**config.mk**
```make
export PLATFORM = sky130hd
export DESIGN_NAME = xaui_link_reset_ctrl_flat
export DESIGN_NICKNAME = d
export VERILOG_FILES = /design/src/rtl/xaui_link_reset_ctrl_if.sv /design/src/rtl/xaui_link_reset_ctrl.sv /design/src/flat_wrapper.sv
export SDC_FILE = /design/constraint.sdc
export NUM_CORES = 1
export LEC_CHECK = 0
export ABC_AREA = 1
export CELL_PAD_IN_SITES_DETAIL_PLACEMENT = 1
export CELL_PAD_IN_SITES_GLOBAL_PLACEMENT = 1
export CORE_MARGIN = 1
export CORE_UTILIZATION = 35
export DETAILED_ROUTE_END_ITERATION = 6
export PLACE_DENSITY_LB_ADDON = 0.1
export SLEW_MARGIN = 20
export SYNTH_ARGS = -nofsm -noshare
export SYNTH_HDL_FRONTEND = slang
export SYNTH_SLANG_ARGS = --single-unit
```
**constraint.sdc**
```tcl
create_clock -name clk156_25 -period 1.6 [get_ports clk156_25]
set_input_delay 0.48 -clock clk156_25 [delete_from_list [all_inputs] [get_ports clk156_25]]
set_output_delay 0.48 -clock clk156_25 [all_outputs]
set_load 0.02 [all_outputs]
```
**src/rtl/xaui_link_reset_ctrl_if.sv**
```systemverilog
// Status and control bundle between the XAUI bring-up sequencer and the core/host side.
// Latency: none; this is a plain signal bundle.
// Backpressure: none; all signals are level status or single-cycle requests.
interface xaui_link_reset_ctrl_if;
   logic       soft_reset_req;
   logic [3:0] lane_sync;
   logic       align_status;
   logic       xaui_reset;
   logic       link_up;
   logic       link_fail;
   logic [3:0] retry_count;
   logic [2:0] ctrl_state;

   // Sequencer side: consumes core status and host request, drives resets and status.
   modport master (
      input  soft_reset_req, lane_sync, align_status,
      output xaui_reset, link_up, link_fail, retry_count, ctrl_state
   );

   // Core/host side: drives status and request, observes the sequencer.
   modport slave (
      output soft_reset_req, lane_sync, align_status,
      input  xaui_reset, link_up, link_fail, retry_count, ctrl_state
   );
endinterface

```
**src/rtl/xaui_link_reset_ctrl.sv**
```systemverilog
// XAUI bring-up sequencer: reset hold, wait for sync/align, stability check, retry and fail latch.
// Latency: outputs are registered and follow the state one clock after the deciding input sample.
// Backpressure: none; the core status is sampled every cycle and the host request is never stalled.
module xaui_link_reset_ctrl #(
   parameter int HOLD_CYCLES   = 16,
   parameter int SETTLE_CYCLES = 1024,
   parameter int STABLE_CYCLES = 256,
   parameter int MAX_RETRIES   = 7,
   parameter int CNT_W         = 16
) (
   input  logic                   clk156_25,
   input  logic                   reset,
   xaui_link_reset_ctrl_if.master link
);

   typedef enum logic [2:0] {
      RST_HOLD   = 3'd0,
      WAIT_ALIGN = 3'd1,
      STABLE_CHK = 3'd2,
      LINK_UP    = 3'd3,
      FAIL       = 3'd4
   } state_t;

   localparam logic [CNT_W-1:0] HOLD_LAST   = CNT_W'(HOLD_CYCLES - 1);
   localparam logic [CNT_W-1:0] SETTLE_LAST = CNT_W'(SETTLE_CYCLES - 1);
   localparam logic [CNT_W-1:0] STABLE_LAST = CNT_W'(STABLE_CYCLES - 1);
   localparam logic [3:0]       RETRY_MAX   = 4'(MAX_RETRIES);

   state_t           state;
   state_t           state_nxt;
   logic [CNT_W-1:0] timer;
   logic [CNT_W-1:0] timer_nxt;
   logic [3:0]       retry_q;
   logic [3:0]       retry_nxt;
   logic             good;

   assign good = (&link.lane_sync) & link.align_status;

   // Next-state decode; a failed attempt either retries or latches FAIL once the budget is spent.
   always_comb begin
      state_nxt = state;
      timer_nxt = timer + CNT_W'(1);
      retry_nxt = retry_q;
      if (link.soft_reset_req) begin
         state_nxt = RST_HOLD;
         timer_nxt = '0;
         retry_nxt = '0;
      end else begin
         case (state)
            RST_HOLD: begin
               if (timer == HOLD_LAST) begin
                  state_nxt = WAIT_ALIGN;
                  timer_nxt = '0;
               end
            end
            WAIT_ALIGN: begin
               if (good) begin
                  state_nxt = STABLE_CHK;
                  timer_nxt = '0;
               end else if (timer == SETTLE_LAST) begin
                  timer_nxt = '0;
                  if (retry_q == RETRY_MAX) begin
                     state_nxt = FAIL;
                  end else begin
                     state_nxt = RST_HOLD;
                     retry_nxt = retry_q + 4'd1;
                  end
               end
            end
            STABLE_CHK: begin
               if (!good) begin
                  timer_nxt = '0;
                  if (retry_q == RETRY_MAX) begin
                     state_nxt = FAIL;
                  end else begin
                     state_nxt = RST_HOLD;
                     retry_nxt = retry_q + 4'd1;
                  end
               end else if (timer == STABLE_LAST) begin
                  state_nxt = LINK_UP;
                  timer_nxt = '0;
                  retry_nxt = '0;
               end
            end
            LINK_UP: begin
               // Timer is idle here; hold it so it cannot wrap during a long link-up.
               timer_nxt = timer;
               if (!good) begin
                  state_nxt = RST_HOLD;
                  timer_nxt = '0;
               end
            end
            FAIL: begin
               timer_nxt = timer;
            end
            default: begin
               state_nxt = RST_HOLD;
               timer_nxt = '0;
            end
         endcase
      end
   end

   // State, timer and retry registers plus Moore outputs decoded from the next state.
   always_ff @(posedge clk156_25) begin
      if (reset) begin
         state           <= RST_HOLD;
         timer           <= '0;
         retry_q         <= '0;
         link.xaui_reset <= 1'b1;
         link.link_up    <= 1'b0;
         link.link_fail  <= 1'b0;
         link.ctrl_state <= RST_HOLD;
      end else begin
         state           <= state_nxt;
         timer           <= timer_nxt;
         retry_q         <= retry_nxt;
         link.xaui_reset <= (state_nxt == RST_HOLD) || (state_nxt == FAIL);
         link.link_up    <= (state_nxt == LINK_UP);
         link.link_fail  <= (state_nxt == FAIL);
         link.ctrl_state <= state_nxt;
      end
   end

   assign link.retry_count = retry_q;

endmodule

```
**src/flat_wrapper.sv**
```systemverilog
// flat-port wrapper written by rule: the top's interface ports become plain ports
module xaui_link_reset_ctrl_flat 
#(
   parameter int HOLD_CYCLES   = 16,
   parameter int SETTLE_CYCLES = 1024,
   parameter int STABLE_CYCLES = 256,
   parameter int MAX_RETRIES   = 7,
   parameter int CNT_W         = 16
)
  (clk156_25, reset, link_soft_reset_req, link_lane_sync, link_align_status, link_xaui_reset, link_link_up, link_link_fail, link_retry_count, link_ctrl_state);
  xaui_link_reset_ctrl_if link_i ();
  input  logic clk156_25;
  input  logic reset;
  input wire logic [$bits(link_i.soft_reset_req)-1:0] link_soft_reset_req;
  input wire logic [$bits(link_i.lane_sync)-1:0] link_lane_sync;
  input wire logic [$bits(link_i.align_status)-1:0] link_align_status;
  output wire logic [$bits(link_i.xaui_reset)-1:0] link_xaui_reset;
  output wire logic [$bits(link_i.link_up)-1:0] link_link_up;
  output wire logic [$bits(link_i.link_fail)-1:0] link_link_fail;
  output wire logic [$bits(link_i.retry_count)-1:0] link_retry_count;
  output wire logic [$bits(link_i.ctrl_state)-1:0] link_ctrl_state;
  assign link_i.soft_reset_req = link_soft_reset_req;
  assign link_i.lane_sync = link_lane_sync;
  assign link_i.align_status = link_align_status;
  assign link_xaui_reset = link_i.xaui_reset;
  assign link_link_up = link_i.link_up;
  assign link_link_fail = link_i.link_fail;
  assign link_retry_count = link_i.retry_count;
  assign link_ctrl_state = link_i.ctrl_state;
  xaui_link_reset_ctrl #(.HOLD_CYCLES(HOLD_CYCLES), .SETTLE_CYCLES(SETTLE_CYCLES), .STABLE_CYCLES(STABLE_CYCLES), .MAX_RETRIES(MAX_RETRIES), .CNT_W(CNT_W)) u_core (.clk156_25(clk156_25), .reset(reset), .link(link_i));
endmodule
```
# Word level (Yosys, flattened, before mapping)
# Cells that the tools add are included.
[word_totals] reg_bits=26 wordCells=54 output_inout_bits=10 input_bits=8
[op_classes] n_bitwise=2 reduce_logical=8 n_mux=22 add_sub_neg=2 n_eq_ne=14
[ops] operator="two-way mux 16 bit" n=6
[ops] operator="case mux 16 bit (5 select lines)" n=1
[ops] operator="two-way mux 3 bit" n=8
[ops] operator="two-way mux 4 bit" n=5
[ops] operator="adder 16 x 1 -> 16 bit, second input constant" n=1
[ops] operator="== test 16 x 10 -> 1 bit, second input constant" n=1
[ops] operator="== test 16 x 4 -> 1 bit, second input constant" n=1
[ops] operator="== test 16 x 8 -> 1 bit, second input constant" n=1
[ops] operator="case mux 3 bit (5 select lines)" n=1
[ops] operator="== test 3 x 2 -> 1 bit, second input constant" n=3
[ops] operator="case mux 4 bit (2 select lines)" n=1
[ops] operator="AND reduction 4 bit" n=2
[ops] operator="== test 3 bit, second input constant" n=2
[ops] operator="logical NOT 3 bit" n=2
[ops] operator="adder 4 x 1 -> 4 bit, second input constant" n=1
[ops] operator="== test 4 x 3 -> 1 bit, second input constant" n=1
[ops] operator="inequality test 2 bit, second input constant" n=2
[ops] operator="== test 3 x 1 -> 1 bit, second input constant" n=1
[ops] operator="inequality test 3 bit, second input constant" n=1
[ops] operator="inequality test 2 x 1 -> 1 bit, second input constant" n=1
[ops] operator="AND reduction 2 bit" n=1
[ops] operator="nonzero test 2 bit" n=1
[ops] operator="OR reduction 2 bit" n=1
[ops] operator="AND 1 bit" n=1
[ops] operator="2 further kinds" n=2

# Longest topological paths before layout
# Gate-level depths: netlist of the first run.
[logic_depth] depth_word=8 ltp_mapped=11 mapped_depth_nobuf=11

# Worst setup path before layout of the first run
# OpenSTA, ideal clock, no wires.
[synth_path] path_type="in2reg" start="input link_align_status" end="register u_core.timer[6]" setup_time_ns=0.114 n_path_buf=1 stages=9 arrival_ns=1.407 required_ns=1.486 setup_slack_ns=0.079 cell_sequence="nand3_1 -> nor2_4 -> nand2_1 -> nand2_1 -> buf_2 -> nor2_1 -> nand2_1 -> xor2_1 -> nor2_1"
[synth_between] elab_chain_len=3 word_cells_on_any_way=6 classes_between="eq/ne: 1; mux: 3; bitwise: 1; reduce/logical: 1"
[synth_rtl] item="from (decl)" line="flat_wrapper.sv:16" source="input wire logic [$bits(link_i.align_status)-1:0] link_align_status;"
[synth_rtl] item="AND 1 bit (*)" line="xaui_link_reset_ctrl.sv:37" source="assign good = (&link.lane_sync) & link.align_status;"
[synth_rtl] item="two-way mux 16 bit (tied with other cells)" line="xaui_link_reset_ctrl.sv:71" source="if (!good) begin"
[synth_rtl] item="case mux 16 bit (5 select lines) or AND reduction 2 bit (tied branches)"
[synth_rtl] item="to (signal assigned)" line="xaui_link_reset_ctrl.sv:116" source="timer <= timer_nxt;"
[synth_rtl] item="to (decl)" line="xaui_link_reset_ctrl.sv:31" source="logic [CNT_W-1:0] timer;"
# Every way passes the cells marked *; elsewhere a longest branch is shown, timed or not.
# A chain may end at the register's enable or synchronous reset.

# Worst setup path after layout of the first run
[layout_path] start="register u_core.link.ctrl_state[2]" end="output link_ctrl_state[2]"
[layout_lines] item="from (decl)" line="xaui_link_reset_ctrl_if.sv:17" source="output xaui_reset, link_up, link_fail, retry_count, ctrl_state"
[layout_lines] item="from (signal assigned)" line="xaui_link_reset_ctrl.sv:121" source="link.ctrl_state <= state_nxt;"
[layout_lines] item="to (decl)" line="flat_wrapper.sv:21" source="output wire logic [$bits(link_i.ctrl_state)-1:0] link_ctrl_state;"
# No word-level cell between the ends.

==> impl_metrics.toml, run 1 <==
[synth]
avgSynthCellArea_um2 = 6.77
syn-instance-count = 223
ys_ff_latch = 26
syn_area_um2 = 1510
synth.distinct_cells = 30
synth_seq_area_share_pct = 34.5
ys_warn_count = 0
synth.net_count = 233

[final_layout]
synthToLayoutAreaGrowth_pct = 39.4
final_area_um2 = 2100
antennaDiodeCount = 0
nets = 284
mostFrequentLayoutCells = "nand2_1 (43), nor2_1 (39), buf_4 (28)"
utilization_pct = 51.9
fillers = 536
drive_gt1_share_pct = 28.9
layout_commonest_cell = "nand2_1"

[place]
dpl_cell_area_um2 = 1930
hpwlAfterDp_mm = 3.25
gp_congestion = 0.771
dpl_worst_slack_ps = -471
io_buffers = 17

[clocking]
clk_path_buf_depth = 2
cts_root_buf = "clkbuf_8"
cts_inserted_buffers = 3
htree_levels = 1
cts.clk_slew.worst_paths_ps = 90
cts_tree = "built"
clock_latency_ps = 270
cts_sinks = 26

[route]
drt_first_iter_violations = 24
drcViolationCount = 0
antenna_left = 0
drt_first_pass_iters = 4
wl_mm = 4.34
via_per_inst = 4.95
routedWlPerCell_um = 13.4
vias = 1598

[sta]
worstMarginPinSlew_ps = 294
fin_crit_sh_pct = 97.0
hold_viol_final = 0
holdWs_ps = 504
skew_ps = 6.43
setup_viol = 0
max_freq_mhz = 644
fin_ws_ps = 48.2
min_period_ps = 1550
rsz0062_at_grt = "yes"
slew_headroom_pct = 80.3
final.setup.tns_ps = 0
slew_violations = 0

[pwr]
p_leak_nw = 0.883
p_per_area_nw_per_um2 = 541
vdd_ir_drop_max_uv = 297

[worst_setup_path]
start_kind = "flop"
path_cells = "dlygate4sd2_1"
crit_family = "flip-flops"
slowest_stage = "dfxtp_1"
slowest_delay_ps = 440
path_buf_inv = 1
end_kind = "output port"
worst-setup-path-type = "flop to output port"
required_ps = 1120
arrival_ps = 1070
critical_path.startpoint = "u_core.link.ctrl_state[2]"
timing.rr.start = "u_core.link.ctrl_state[2]"
path_max_fanout = 4

[global_route]
antenna_found_initial = 0
grt_usage_pct = 20.3
grt_pass1_wl_mm = 6.93
overflow = 0
grt_pass1_vias = 1539
grt_max_degree = 15

[die]
die-area_um2 = 4580
core_um2 = 4060
rows = 23
ioPinCount = 18
dieWidth_um = 67.7
start_util_pct = 37.2
die_h_um = 67.7

[job]
cap_violations = 0

[outcome]
status = "finished clean"

[min_path]
hold_start = "u_core.link.retry_count[1]"
min_path_type = "flop to flop"
==> registers in the layout (all words and copies together), names as in the netlist <==
signal                   cells
u_core.link.link_up          1
u_core.link.ctrl_state       3
u_core.link.retry_count      4
u_core.timer                16
u_core.link.link_fail        1
u_core.link.xaui_reset       1
==> report_power, final <==
part           internal, mW  total [mW]  switching, mW
registers             0.649       0.651        0.00183
logic                0.0270      0.0553         0.0283
clock network         0.220       0.432          0.212
total                 0.896        1.14          0.242
==> timing repair <==
action / in CTS / in global routing
setup buffers: 3 / 0
pin swaps: 9 / 5
gates cloned: 1 / 0
hold buffers: 0 / 0
setup endpoints to repair: 35 / 25
gates resized for setup: 27 / 20
==> logic make-up after synthesis <==
logic type	share of synthesized area, %
fa+ha+maj	1.66
compound gates	7.71
flops	34.5
simple gates	43.2
buf+inv	7.79
xor+xnor	5.22
==> stage by stage <==
step,instances,power [mW]
CTS,323,1.16
global placement,315,0.717
finish,323,1.14
detailed placement,315,0.718
global route,323,1.18
floorplan,223,0.687
==> per-layer routing <==
layer	GRT usage, %	part of all wire, %	wire [µm]
met5	0	0	0
met4	5.32	0.99	43
met3	3.04	2.5	109
met2	37.6	51	2210
met1	23.9	45	1970
==> area by class of cell <==
cell class / count / area, µm² / area share (%)
Clock buffer: 4 / 55.1 / 2.62
Inverter: 27 / 101 / 4.82
Multi-Input combinational cell: 169 / 971 / 46.1
Sequential cell: 26 / 531 / 25.2
Tap cell: 50 / 62.6 / 2.97
Timing Repair Buffer: 47 / 384 / 18.3
==> cells in the mapped netlist (all sizes together) <==
master  instances  area share [%]
a21oi           9             3.0
a31o            1            0.58
and2            1            0.41
buf             2             1.1
dfxtp          26              34
ha              2             1.7
inv            27             6.7
nand2          56              16
nand3          14             5.0
nand4          10             5.1
nor2           46              12
nor3            6             2.3
nor3b           1            0.83
nor4b           1            0.58
o211ai          1            0.50
o21ai           8             2.7
o21bai          1            0.50
o31ai           1            0.50
or2             1            0.41
xnor2           4             2.3
xor2            5             2.9
==> path summary, 6_finish.rpt <==
| check | to | slack [ps] | cells past startpoint |
|---|---|---|---|
| setup / recovery | link_ctrl_state[2] | 50 | 1 |
| hold / removal | u_core.link.retry_count[1] | 500 | 2 |
| setup reg to reg | u_core.link.retry_count[3] | 70 | 8 |
| hold reg to reg | u_core.link.retry_count[1] | 500 | 2 |
Power figures use the tool's default switching activity.
==> run 2, diff against run 1 <==
--- a/config.mk
+++ b/config.mk
@@ -6,13 +6,11 @@
 export NUM_CORES = 1
 export LEC_CHECK = 0
 export ABC_AREA = 1
-export CELL_PAD_IN_SITES_DETAIL_PLACEMENT = 1
-export CELL_PAD_IN_SITES_GLOBAL_PLACEMENT = 1
 export CORE_MARGIN = 1
-export CORE_UTILIZATION = 35
+export CORE_UTILIZATION = 49
 export DETAILED_ROUTE_END_ITERATION = 6
-export PLACE_DENSITY_LB_ADDON = 0.1
-export SLEW_MARGIN = 20
+export PLACE_DENSITY = 0.74
+export SLEW_MARGIN = 15
 export SYNTH_ARGS = -nofsm -noshare
 export SYNTH_HDL_FRONTEND = slang
 export SYNTH_SLANG_ARGS = --single-unit
==> impl_metrics.toml, run 2 (synthesis gave the netlist of run 1 again) <==
[sta]
worstMarginPinSlew_ps = 312
setup_viol = 0
skew_ps = 1.60
fin_ws_ps = 60.2
final.setup.tns_ps = 0
min_period_ps = 1540
holdWs_ps = 482
fin_crit_sh_pct = 96.2
slew_headroom_pct = 79.1
hold_viol_final = 0
max_freq_mhz = 649
slew_violations = 0

[clocking]
cts_sinks = 26
cts_inserted_buffers = 3
cts.clk_slew.worst_paths_ps = 150
cts_hold_buf = 0
cts_tree = "built"
clk_path_buf_depth = 2
cts_root_buf = "clkbuf_4"
clock_latency_ps = 330
htree_levels = 1

[pwr]
p_sw_mw = 0.240
p_leak_nw = 0.895
p_per_area_nw_per_um2 = 569
vdd_ir_drop_max_uv = 529
intPower_mw = 0.934
share_seq_of_total_power_pct = 55.6
p_clk_share_pct = 39.4
power.total_mw = 1.17
p_sw_share_pct = 20.5
comb_power_share_pct = 5.0

[worst_setup_path]
end_kind = "output port"
path_cells = "dlygate4sd2_1"
path_max_fanout = 5
required_ps = 1120
slowest_delay_ps = 390
worst-setup-path-type = "flop to output port"
slowest_stage = "dfxtp_2"
start_kind = "flop"
crit_family = "flip-flops"
path_buf_inv = 1
arrival_ps = 1060

[place]
dpl_cell_area_um2 = 1850
dpl_worst_slack_ps = -402
gp_congestion = 0.847
hpwlAfterDp_mm = 2.48
dp.cells = 289
io_buffers = 17

[final_layout]
utilization_pct = 73.0
antennaDiodeCount = 0
fillers = 228
fin_cells = 298
nets = 278
largest_reg_flops = 16
drive_gt1_share_pct = 28.8
mostFrequentLayoutCells = "nand2_1 (43), nor2_1 (40), inv_1 (23)"
top_register = "u_core.timer"
final-seq-area_um2 = 536
layout_commonest_cell = "nand2_1"
multi_input_area_um2 = 975
synthToLayoutAreaGrowth_pct = 36.7
final_area_um2 = 2060

[outcome]
violations = "DRC"
status = "finished, violations left"

[die]
rows = 19
ioPinCount = 18
dieWidth_um = 57.5
die-area_um2 = 3310
core_um2 = 2830
die_h_um = 57.5
start_util_pct = 53.4

[global_route]
grt_pass1_vias = 1348
grt_usage_pct = 22.1
overflow = 0
grt_pass1_wl_mm = 5.72
grt_max_degree = 16
antenna_found_initial = 0

[route]
drt_first_iter_violations = 68
via_per_inst = 5.17
wl_mm = 3.63
antenna_left = 0
drt_first_pass_iters = 6
vias = 1542
drcViolationCount = 2
routedWlPerCell_um = 12.2

[min_path]
min_path_type = "flop to flop"

[job]
cap_violations = 0
[run 2: layout make-up]
type,instances,area share [%]
Timing Repair Buffer,41,17.4
Clock buffer,3,1.09
Multi-Input combinational cell,169,47.2
Sequential cell,26,25.9
Inverter,27,5.03
Clock inverter,1,1.45
Tap cell,31,1.88
[run 2: worst paths after layout]
check | from | to | slack [ps] | depth (start not counted)
setup / recovery | u_core.link.retry_count[1] | link_retry_count[1] | 60 | 1
hold / removal | u_core.link.retry_count[2] | u_core.link.retry_count[2] | 480 | 2
setup reg to reg | u_core.timer[6] | u_core.timer[6] | 80 | 9
hold reg to reg | u_core.link.retry_count[2] | u_core.link.retry_count[2] | 480 | 2
[run 2: per-layer routing]
metal	global-route usage, %	vias to the layer above	part of all wire, %	wire (µm)
li1	-	808	-	-
met1	30.8	699	47	1710
met2	34.6	31	48	1740
met3	4.08	4	4.1	149
met4	6.97	0	0.74	27
met5	0	-	0	0
[run 2: timing repair]
item | in CTS | in global routing
buffers inserted | 1 | 2
pin swaps | 0 | 11
resized for setup | 15 | 45
gates cloned | 0 | 2
endpoints found under the setup margin | 24 | 30
endpoints found under the hold margin | 0 | 0
[run 2: power groups by stage]
stage          Combinational [mW]  Clock (mW)  Sequential, mW
6_report                   0.0590       0.463           0.653
5_1_grt                    0.0651       0.500           0.653
4_1_cts                    0.0540       0.473           0.652
3_5_place_dp               0.0512           0           0.666
3_3_place_gp               0.0508           0           0.666
2_1_floorplan              0.0209           0           0.666
